### src/rtl/mem_pkg.sv
// ----------------------------------------------------------------------------
// mem_pkg
// Shared definitions for the memory-access pipeline stage:
//   - state_t  : access FSM states (IDLE, WAIT, DONE, FAULT)
//   - cause_t  : fault cause recorded when entering FAULT
//   - ALIGN_MASK : low address bits that must be zero for a 64-bit access
//   - DEFAULT_TIMEOUT_CYCLES : default WAIT-cycle budget before a bus fault
// ----------------------------------------------------------------------------
package mem_pkg;

  typedef enum logic [1:0] {
    ST_IDLE  = 2'd0,
    ST_WAIT  = 2'd1,
    ST_DONE  = 2'd2,
    ST_FAULT = 2'd3
  } state_t;

  typedef enum logic [1:0] {
    CAUSE_NONE       = 2'd0,
    CAUSE_MISALIGNED = 2'd1,
    CAUSE_BUS        = 2'd2
  } cause_t;

  localparam logic [2:0] ALIGN_MASK = 3'b111;

  localparam int DEFAULT_TIMEOUT_CYCLES = 16;

endpackage

### src/rtl/mem_timeout.sv
// ----------------------------------------------------------------------------
// mem_timeout
// Counts cycles spent waiting for the data memory and flags expiry.
// Only instantiated when the MEM_TIMEOUT_EN macro is defined.
// Ports:
//   clk, reset : clock and synchronous active-high reset
//   clear      : restart the count (asserted on the edge that enters WAIT)
//   active     : the stage is currently in WAIT
//   expired    : this WAIT cycle is the TIMEOUT_CYCLES-th one without ack
// ----------------------------------------------------------------------------
module mem_timeout
  import mem_pkg::*;
#(
  parameter int TIMEOUT_CYCLES = DEFAULT_TIMEOUT_CYCLES
) (
  input  logic clk,
  input  logic reset,
  input  logic clear,
  input  logic active,
  output logic expired
);

  // count_q holds the number of WAIT cycles already completed, so it never
  // needs to exceed TIMEOUT_CYCLES-1.
  localparam int CW = (TIMEOUT_CYCLES > 1) ? $clog2(TIMEOUT_CYCLES) : 1;

  logic [CW-1:0] count_q;
  logic [CW-1:0] count_d;

  assign expired = active && (count_q == CW'(TIMEOUT_CYCLES - 1));

  always_comb begin
    count_d = count_q;
    if (clear) begin
      count_d = '0;
    end else if (active && !expired) begin
      count_d = count_q + CW'(1);
    end
  end

  always_ff @(posedge clk) begin
    if (reset) begin
      count_q <= '0;
    end else begin
      count_q <= count_d;
    end
  end

endmodule

### src/rtl/mem_access_stage.sv
// ----------------------------------------------------------------------------
// mem_access_stage
// Memory-access pipeline stage: accepts one load/store at a time, checks
// 8-byte alignment, runs a request/ack handshake with the data memory and
// reports completion or a fault.
// Optional feature: define MEM_TIMEOUT_EN to enable a bus-timeout fault
// after TIMEOUT_CYCLES WAIT cycles without dm_ack; otherwise WAIT lasts
// until dm_ack and exc_bus is tied low.
// Ports:
//   clk, reset            : clock, synchronous active-high reset
//   valid, mem_read,
//   mem_write             : live instruction and its memory operation
//   alu_result, write_data: effective address and store data
//   stall                 : hold upstream while an access is in progress
//   read_data             : registered load data
//   done                  : one-cycle end-of-access pulse (ok or faulted)
//   exc_misaligned,
//   exc_bus, exc_addr     : fault pulses and held faulting address
//   dm_req/we/addr/wdata,
//   dm_rdata, dm_ack      : data-memory request/response
// ----------------------------------------------------------------------------
module mem_access_stage
  import mem_pkg::*;
#(
  parameter int TIMEOUT_CYCLES = DEFAULT_TIMEOUT_CYCLES
) (
  input  logic        clk,
  input  logic        reset,
  input  logic        valid,
  input  logic        mem_read,
  input  logic        mem_write,
  input  logic [63:0] alu_result,
  input  logic [63:0] write_data,
  output logic        stall,
  output logic [63:0] read_data,
  output logic        done,
  output logic        exc_misaligned,
  output logic        exc_bus,
  output logic [63:0] exc_addr,
  output logic        dm_req,
  output logic        dm_we,
  output logic [63:0] dm_addr,
  output logic [63:0] dm_wdata,
  input  logic [63:0] dm_rdata,
  input  logic        dm_ack
);

  state_t      state_q, state_d;
  cause_t      cause_q, cause_d;
  logic        we_q, we_d;
  logic [63:0] addr_q, addr_d;
  logic [63:0] wdata_q, wdata_d;
  logic [63:0] exc_addr_q, exc_addr_d;
  logic [63:0] read_data_q, read_data_d;

  logic accept;
  logic misaligned;
  logic in_wait;
  logic timeout_hit;

  assign in_wait    = (state_q == ST_WAIT);
  assign accept     = (state_q == ST_IDLE) && valid && (mem_read || mem_write);
  assign misaligned = |(alu_result[2:0] & ALIGN_MASK);

`ifdef MEM_TIMEOUT_EN
  mem_timeout #(
    .TIMEOUT_CYCLES(TIMEOUT_CYCLES)
  ) u_timeout (
    .clk    (clk),
    .reset  (reset),
    .clear  (accept && !misaligned),
    .active (in_wait),
    .expired(timeout_hit)
  );
`else
  logic unused_timeout_cfg;
  assign unused_timeout_cfg = ^TIMEOUT_CYCLES;
  assign timeout_hit        = 1'b0;
`endif

  always_comb begin
    state_d     = state_q;
    cause_d     = cause_q;
    we_d        = we_q;
    addr_d      = addr_q;
    wdata_d     = wdata_q;
    exc_addr_d  = exc_addr_q;
    read_data_d = read_data_q;
    case (state_q)
      ST_IDLE: begin
        if (accept) begin
          addr_d  = alu_result;
          wdata_d = write_data;
          // A store wins when both operation bits are set.
          we_d    = mem_write;
          if (misaligned) begin
            state_d    = ST_FAULT;
            cause_d    = CAUSE_MISALIGNED;
            exc_addr_d = alu_result;
          end else begin
            state_d = ST_WAIT;
            cause_d = CAUSE_NONE;
          end
        end
      end
      ST_WAIT: begin
        // An ack arriving in the timeout cycle still completes the access.
        if (dm_ack) begin
          if (!we_q) begin
            read_data_d = dm_rdata;
          end
          state_d = ST_DONE;
        end else if (timeout_hit) begin
          state_d    = ST_FAULT;
          cause_d    = CAUSE_BUS;
          exc_addr_d = addr_q;
        end
      end
      default: begin
        // DONE and FAULT are single-cycle; no acceptance here.
        state_d = ST_IDLE;
      end
    endcase
  end

  always_ff @(posedge clk) begin
    if (reset) begin
      state_q     <= ST_IDLE;
      cause_q     <= CAUSE_NONE;
      we_q        <= 1'b0;
      addr_q      <= '0;
      wdata_q     <= '0;
      exc_addr_q  <= '0;
      read_data_q <= '0;
    end else begin
      state_q     <= state_d;
      cause_q     <= cause_d;
      we_q        <= we_d;
      addr_q      <= addr_d;
      wdata_q     <= wdata_d;
      exc_addr_q  <= exc_addr_d;
      read_data_q <= read_data_d;
    end
  end

  assign stall          = in_wait || accept;
  assign dm_req         = in_wait;
  assign dm_we          = in_wait && we_q;
  assign dm_addr        = in_wait ? addr_q : '0;
  assign dm_wdata       = in_wait ? wdata_q : '0;
  assign done           = (state_q == ST_DONE) || (state_q == ST_FAULT);
  assign exc_misaligned = (state_q == ST_FAULT) && (cause_q == CAUSE_MISALIGNED);
`ifdef MEM_TIMEOUT_EN
  assign exc_bus        = (state_q == ST_FAULT) && (cause_q == CAUSE_BUS);
`else
  assign exc_bus        = 1'b0;
`endif
  assign exc_addr       = exc_addr_q;
  assign read_data      = read_data_q;

endmodule

### config.mk
export PLATFORM = sky130hd
export DESIGN_NAME = mem_access_stage
export DESIGN_NICKNAME = d
export VERILOG_FILES = /design/src/rtl/mem_pkg.sv /design/src/rtl/mem_timeout.sv /design/src/rtl/mem_access_stage.sv
export SDC_FILE = /design/constraint.sdc
export NUM_CORES = 1
export LEC_CHECK = 0
export BUFFER_PORTS_ARGS = -buffer_cell sky130_fd_sc_hd__buf_2
export CAP_MARGIN = 20
export CORE_AREA = 2 2 179 181
export CTS_BUF_LIST = sky130_fd_sc_hd__clkbuf_4 sky130_fd_sc_hd__clkbuf_8
export DETAILED_ROUTE_END_ITERATION = 16
export DIE_AREA = 0 0 181 183
export RECOVER_POWER = 50
export SLEW_MARGIN = 5
export SYNTH_ARGS = -nofsm -noshare
export SYNTH_HDL_FRONTEND = slang
export SYNTH_SLANG_ARGS = --single-unit
### constraint.sdc
create_clock -name clk -period 1.5 [get_ports clk]
set_input_delay 0.075 -clock clk [delete_from_list [all_inputs] [get_ports clk]]
set_output_delay 0.075 -clock clk [all_outputs]
set_load 0.005 [all_outputs]
# --- Yosys cells after proc, flatten, opt, wreduce, memory -nomap -nowiden ---
# Cells that the tools add are included.
# Widths: inputs -> output; s select.
classes:
  n_eq_ne: 6
  n_mux: 7
  bitwise_logic: 1
  n_reduce_logical: 13
ops:
  columns: ["operator", "count"]
  rows:
  - ["$mux 64", 2]
  - ["$mux 2", 3]
  - ["$reduce_and 3->1", 2]
  - ["$eq 2x1->1 const B", 2]
  - ["$eq 2x2->1 const B", 2]
  - ["$logic_and 1x1->1", 4]
  - ["$ne 2x2->1 const B", 2]
  - ["$pmux 2 s2", 1]
  - ["$reduce_and 2->1", 2]
  - ["$logic_or 1x1->1", 3]
  - ["$reduce_or 3->1", 1]
  - ["$logic_not 2->1", 1]
  - ["$mux 1", 1]
  - ["$not 1->1", 1]
totals:
  reg_bits: 261
  input_bits: 198
  out_inout_bits: 262
  word_cells: 34

# --- Depth between registers and ports, before layout ---
depth:
  ltp_word: 5
  ltp_mapped: 6
  mapped_depth_nobuf: 3

# --- Worst setup path after synthesis ---
# No wires, ideal clock.
synth_timing:
  kind: "flip-flop to flip-flop"
  startpoint: "register state_q[1]"
  endpoint: "register exc_addr_q[33] (netlist: exc_addr[33])"
  setup_ps: 132
  t_arrival_ps: 1382
  required_ps: 1368
  path_slack_ps: -15
  path_stages_with_launch: 7
  n_path_buf: 3
  synth_period_minus_slack_ps: 1515
  cell_sequence: "dfxtp_1 -> or3b_1 -> buf_2 -> buf_6 -> buf_8 -> o31ai_2 -> a21oi_1"
synth_between:
  elab_chain_len: 4
synth_rtl:
  columns: ["element", "line", "source"]
  rows:
  - ["from (decl)", "mem_access_stage.sv:48", "state_t state_q, state_d;"]
  - ["from (signal assigned)", "mem_access_stage.sv:136", "state_q <= state_d;"]
  - ["$logic_not 2->1 *", "mem_access_stage.sv:62, mem_access_stage.sv:89", null]
  - ["$logic_and 1x1->1 (2 in a row)", "mem_access_stage.sv:62", "assign accept = (state_q == ST_IDLE) && valid && (mem_read || mem_write);"]
  - ["$reduce_and 3->1 (no line) *", null, null]
  - ["to (signal assigned)", "mem_access_stage.sv:141", "exc_addr_q <= exc_addr_d;"]
  - ["to (decl)", "mem_access_stage.sv:53", "logic [63:0] exc_addr_q, exc_addr_d;"]
# Mark *: on every way between the ends. The rest lies on a longest branch, timed or not.
# A chain may end at the register's enable or synchronous reset.

# --- Final worst setup path ---
layout_timing:
  startpoint: "register state_q[0]"
  endpoint: "output port dm_wdata[8]"
layout_between:
  elab_chain_len: 2
layout_rtl:
  columns: ["element", "line", "source"]
  rows:
  - ["$eq 2x1->1", "mem_access_stage.sv:61", "assign in_wait = (state_q == ST_WAIT);"]
  - ["$mux 64", "mem_access_stage.sv:150", "assign dm_wdata = in_wait ? wdata_q : '0;"]
  - ["to (decl)", "mem_access_stage.sv:43", "output logic [63:0] dm_wdata,"]
# Every way passes these cells.

==> metrics.md <==
| Metric | Value |
|---|---|
| VDD IR-drop max | `648.2 uV` |
| Mapped Nets | `1532` |
| Wire length per cell | `19.96 um` |
| Pins Over Slew Limit | `0` |
| Initial antenna violation count | `3` |
| Violated checks | `setup timing` |
| Nets | `2191` |
| Worst min path class | `in2reg` |
| Combinational power share | `0.208` |
| R2r setup slk | `-340 ps` |
| DRC | `0` |
| Finish-stage setup viols | `391` |
| Post-synth EDFFs | `0` |
| Startpoint types | `flip-flop` |
| R2r endpoint | `exc_addr[31]` |
| Worst clock skew | `14.99 ps` |
| PwrDens | `971.1 nW/um^2` |
| Grt ovf | `0` |
| CTS tree | `done` |
| DR vias/cell | `5.398` |
| Sw Ratio | `0.2773` |
| Core Region | `31230 um^2` |
| Worst setup EP type | `output pin` |
| Via Count | `13120` |
| Clock Path Buffers | `3` |
| Fmax | `518.1 MHz` |
| Pre-antenna DRT Iters | `5` |
| Synth Instances | `1334` |
| DR WL met3 | `3.940 mm` |
| Post-synthesis sequential area ratio | `0.4774` |
| Area grow syn2layout | `76.65%` |
| Final min period | `1930 ps` |
| First-pass GRT wire length | `70.68 mm` |
| CP Capture Point | `dm_wdata[8]` |
| Clock Sinks | `260` |
| Worst-path maximum fanout | `7` |
| Worst EP arrival | `1860 ps` |
| DP HPWL | `27.48 mm` |
| CTS clock-pin slew for the worst setup and hold paths | `50 ps` |
| Distinct cells, synth | `28` |
| Drt total wl | `48.51 mm` |
| Routed met1 length | `18.35 mm` |
| Worst R2R Start | `state_q[0]` |
| Met2 WL | `24.02 mm` |
| Largest net degree at the start of global routing | `78` |
| Outcome | `finished with violations` |
| Setup CP Type | `reg2out` |
| Period utilization | `1.287` |
| RSZ-0062 raised after global routing | `true` |
| Initial Utilization | `0.3491` |
| Setup WS post-layout | `-430.1 ps` |
| Std cell rows | `65` |
| # fillers | `2567` |
| Fin. Hold Viols | `0` |
| Top FF cell, synth | `dfxtp_1` |
| Flop pwr share | `0.402` |
| R2R cell count | `9` |
| Yosys reg bits | `260` |
| H-tree level count | `2` |
| CP required | `1420 ps` |
| Non-filler cells, final | `2431` |
| Pint | `13.52 mW` |
| Clk pwr share | `0.390` |
| Detail Route Antenna Nets | `0` |
| Post-Syn Area | `10900 um^2` |
| Total die area | `33120 um^2` |
| P_sw | `5.186 mW` |
| Synth async-reset ratio | `0` |
| Gpl congestion | `0.8115` |
| Leakage dissipation | `7.937 nW` |
| Boundary Pins | `460` |
| Skew-Pair Late Insertion Delay | `560 ps` |
| Syn_area_per_cell | `8.173 um^2` |
| Final core utilization | `0.6167` |
| Root buffer cell | `clkbuf_8` |
| Number of I/O port buffers | `458` |
| Layout cells sized above 1 | `0.4114` |
| Cells after DPL | `2099` |
| Starting DRT DRC Count | `841` |
| Die X | `181 um` |
| Max-Cap Viols | `0` |
| Number of global-route vias before repair | `12820` |
| CTS Buf Count | `48` |
| Die Y | `183 um` |
| Ys Warns | `0` |
| Global-route usage over all layers | `0.2637` |
| Top Layer Used | `met5` |
| Critical path startpoint | `state_q[0]` |
==> Yosys cell counts, types with 2 or more instances <==
cell type  count  area share
buf_2         43       0.020
buf_8          3      0.0041
nand2_1      131       0.045
a21oi_1      259        0.12
nand3_1      129       0.059
dfxtp_1      260        0.48
and2_1       129       0.074
buf_1          5      0.0017
o21ai_0      130       0.060
buf_4          2      0.0014
o31ai_2       30       0.034
nand2b_1       2      0.0011
o31ai_1       34       0.023
nand4_1       61       0.035
clkbuf_1     103       0.035
==> timing repair <==
action | CTS | global route
setup endpoints to repair | 146 | 391
pin swaps | 41 | 99
hold buffers | 195 | 0
cloned | 13 | 15
resized for setup | 176 | 177
buffers inserted | 12 | 13
endpoints found under the hold margin | 260 | 0
==> routing by layer <==
metal / vias up / track usage
met5: - / 0
met4: 2 / 0.1161
met3: 162 / 0.07288
met2: 654 / 0.4597
met1: 6278 / 0.3032
li1: 6027 / -
==> layout make-up <==
cell class,count,area [um^2],area share
tap,402,503.0,0.02612
multi-input combinational,917,5921,0.3074
clock buffer,74,924.6,0.04801
sequential,260,5207,0.2704
clock inverter,8,92.59,0.004807
antenna,4,10.01,0.0005197
timing repair buffer,766,6601,0.3428
==> critical path, cell delays in order, from the launching register on <==
cell	delay [ps]
dfxtp_2	320
buf_6	110
nor2b_4	120
buf_6	120
buf_12	140
buf_8	140
buf_6	110
and2_4	130
buf_6	110
==> cell usage in the layout, fill, tap and decap left out, types with 60 or more instances in the layout <==
| master | Yosys | final |
|---|---|---|
| clkbuf_8 | 0 | 60 |
| and2_1 | 129 | 61 |
| and2_4 | 0 | 67 |
| dfxtp_1 | 260 | 258 |
| a21oi_2 | 0 | 62 |
| o21ai_0 | 130 | 130 |
| buf_6 | 1 | 86 |
| a21oi_1 | 259 | 197 |
| buf_2 | 43 | 344 |
| nand2_1 | 131 | 117 |
| dlygate4sd3_1 | 0 | 195 |
| nand3_1 | 129 | 93 |
| nand4_1 | 61 | 61 |
==> per-stage QoR <==
step	hold WS, ps	instance area [um^2]	setup WS [ps]	total power [mW]	TNS (ps)
CTS	21.71	18040	-470.3	18.21	-62150
finish	39.11	19260	-430.1	18.70	-92510
floorplan	211.0	10900	0.9009	8.887	0
detailed placement	321.5	13930	-26.00	10.09	-98.93
global placement	318.5	13930	-32.15	10.05	-32.15
global route	39.26	19250	-508.1	19.44	-124640
==> registers in the layout (all words and copies together), names as in the netlist <==
signal,count
cause_q,1
state_q,2
read_data,64
exc_addr,64
addr_q,64
we_q,1
wdata_q,64
==> worst min-delay path by stage <==
| stage | start | to | depth (start not counted) |
|---|---|---|---|
| detailed placement | dm_rdata[17] | read_data[17] | 3 |
| global placement | dm_rdata[19] | read_data[19] | 3 |
| finish | valid | state_q[0] | 4 |
| floorplan | dm_rdata[0] | read_data[0] | 2 |
| CTS | valid | state_q[0] | 4 |
| global route | valid | state_q[0] | 4 |
==> power by group through the flow <==
stage               Clock [mW]  Sequential (mW)  Combinational, mW
global route              7.74             7.56               4.14
detailed placement           0             7.64               2.45
CTS                       7.39             7.51               3.31
floorplan                    0             7.62               1.27
finish                    7.30             7.52               3.89
global placement             0             7.63               2.43
==> cells by family after synthesis <==
kind of cell | after synthesis | share of synthesized area
AO/OA/AOI/OAI | 454 | 0.2371
buffers and inverters | 157 | 0.06346
flip-flops | 260 | 0.4774
other | 1 | 0.0003439
AND/OR/NAND/NOR | 462 | 0.2217
Note: power is estimated with default switching activity, not from simulation.
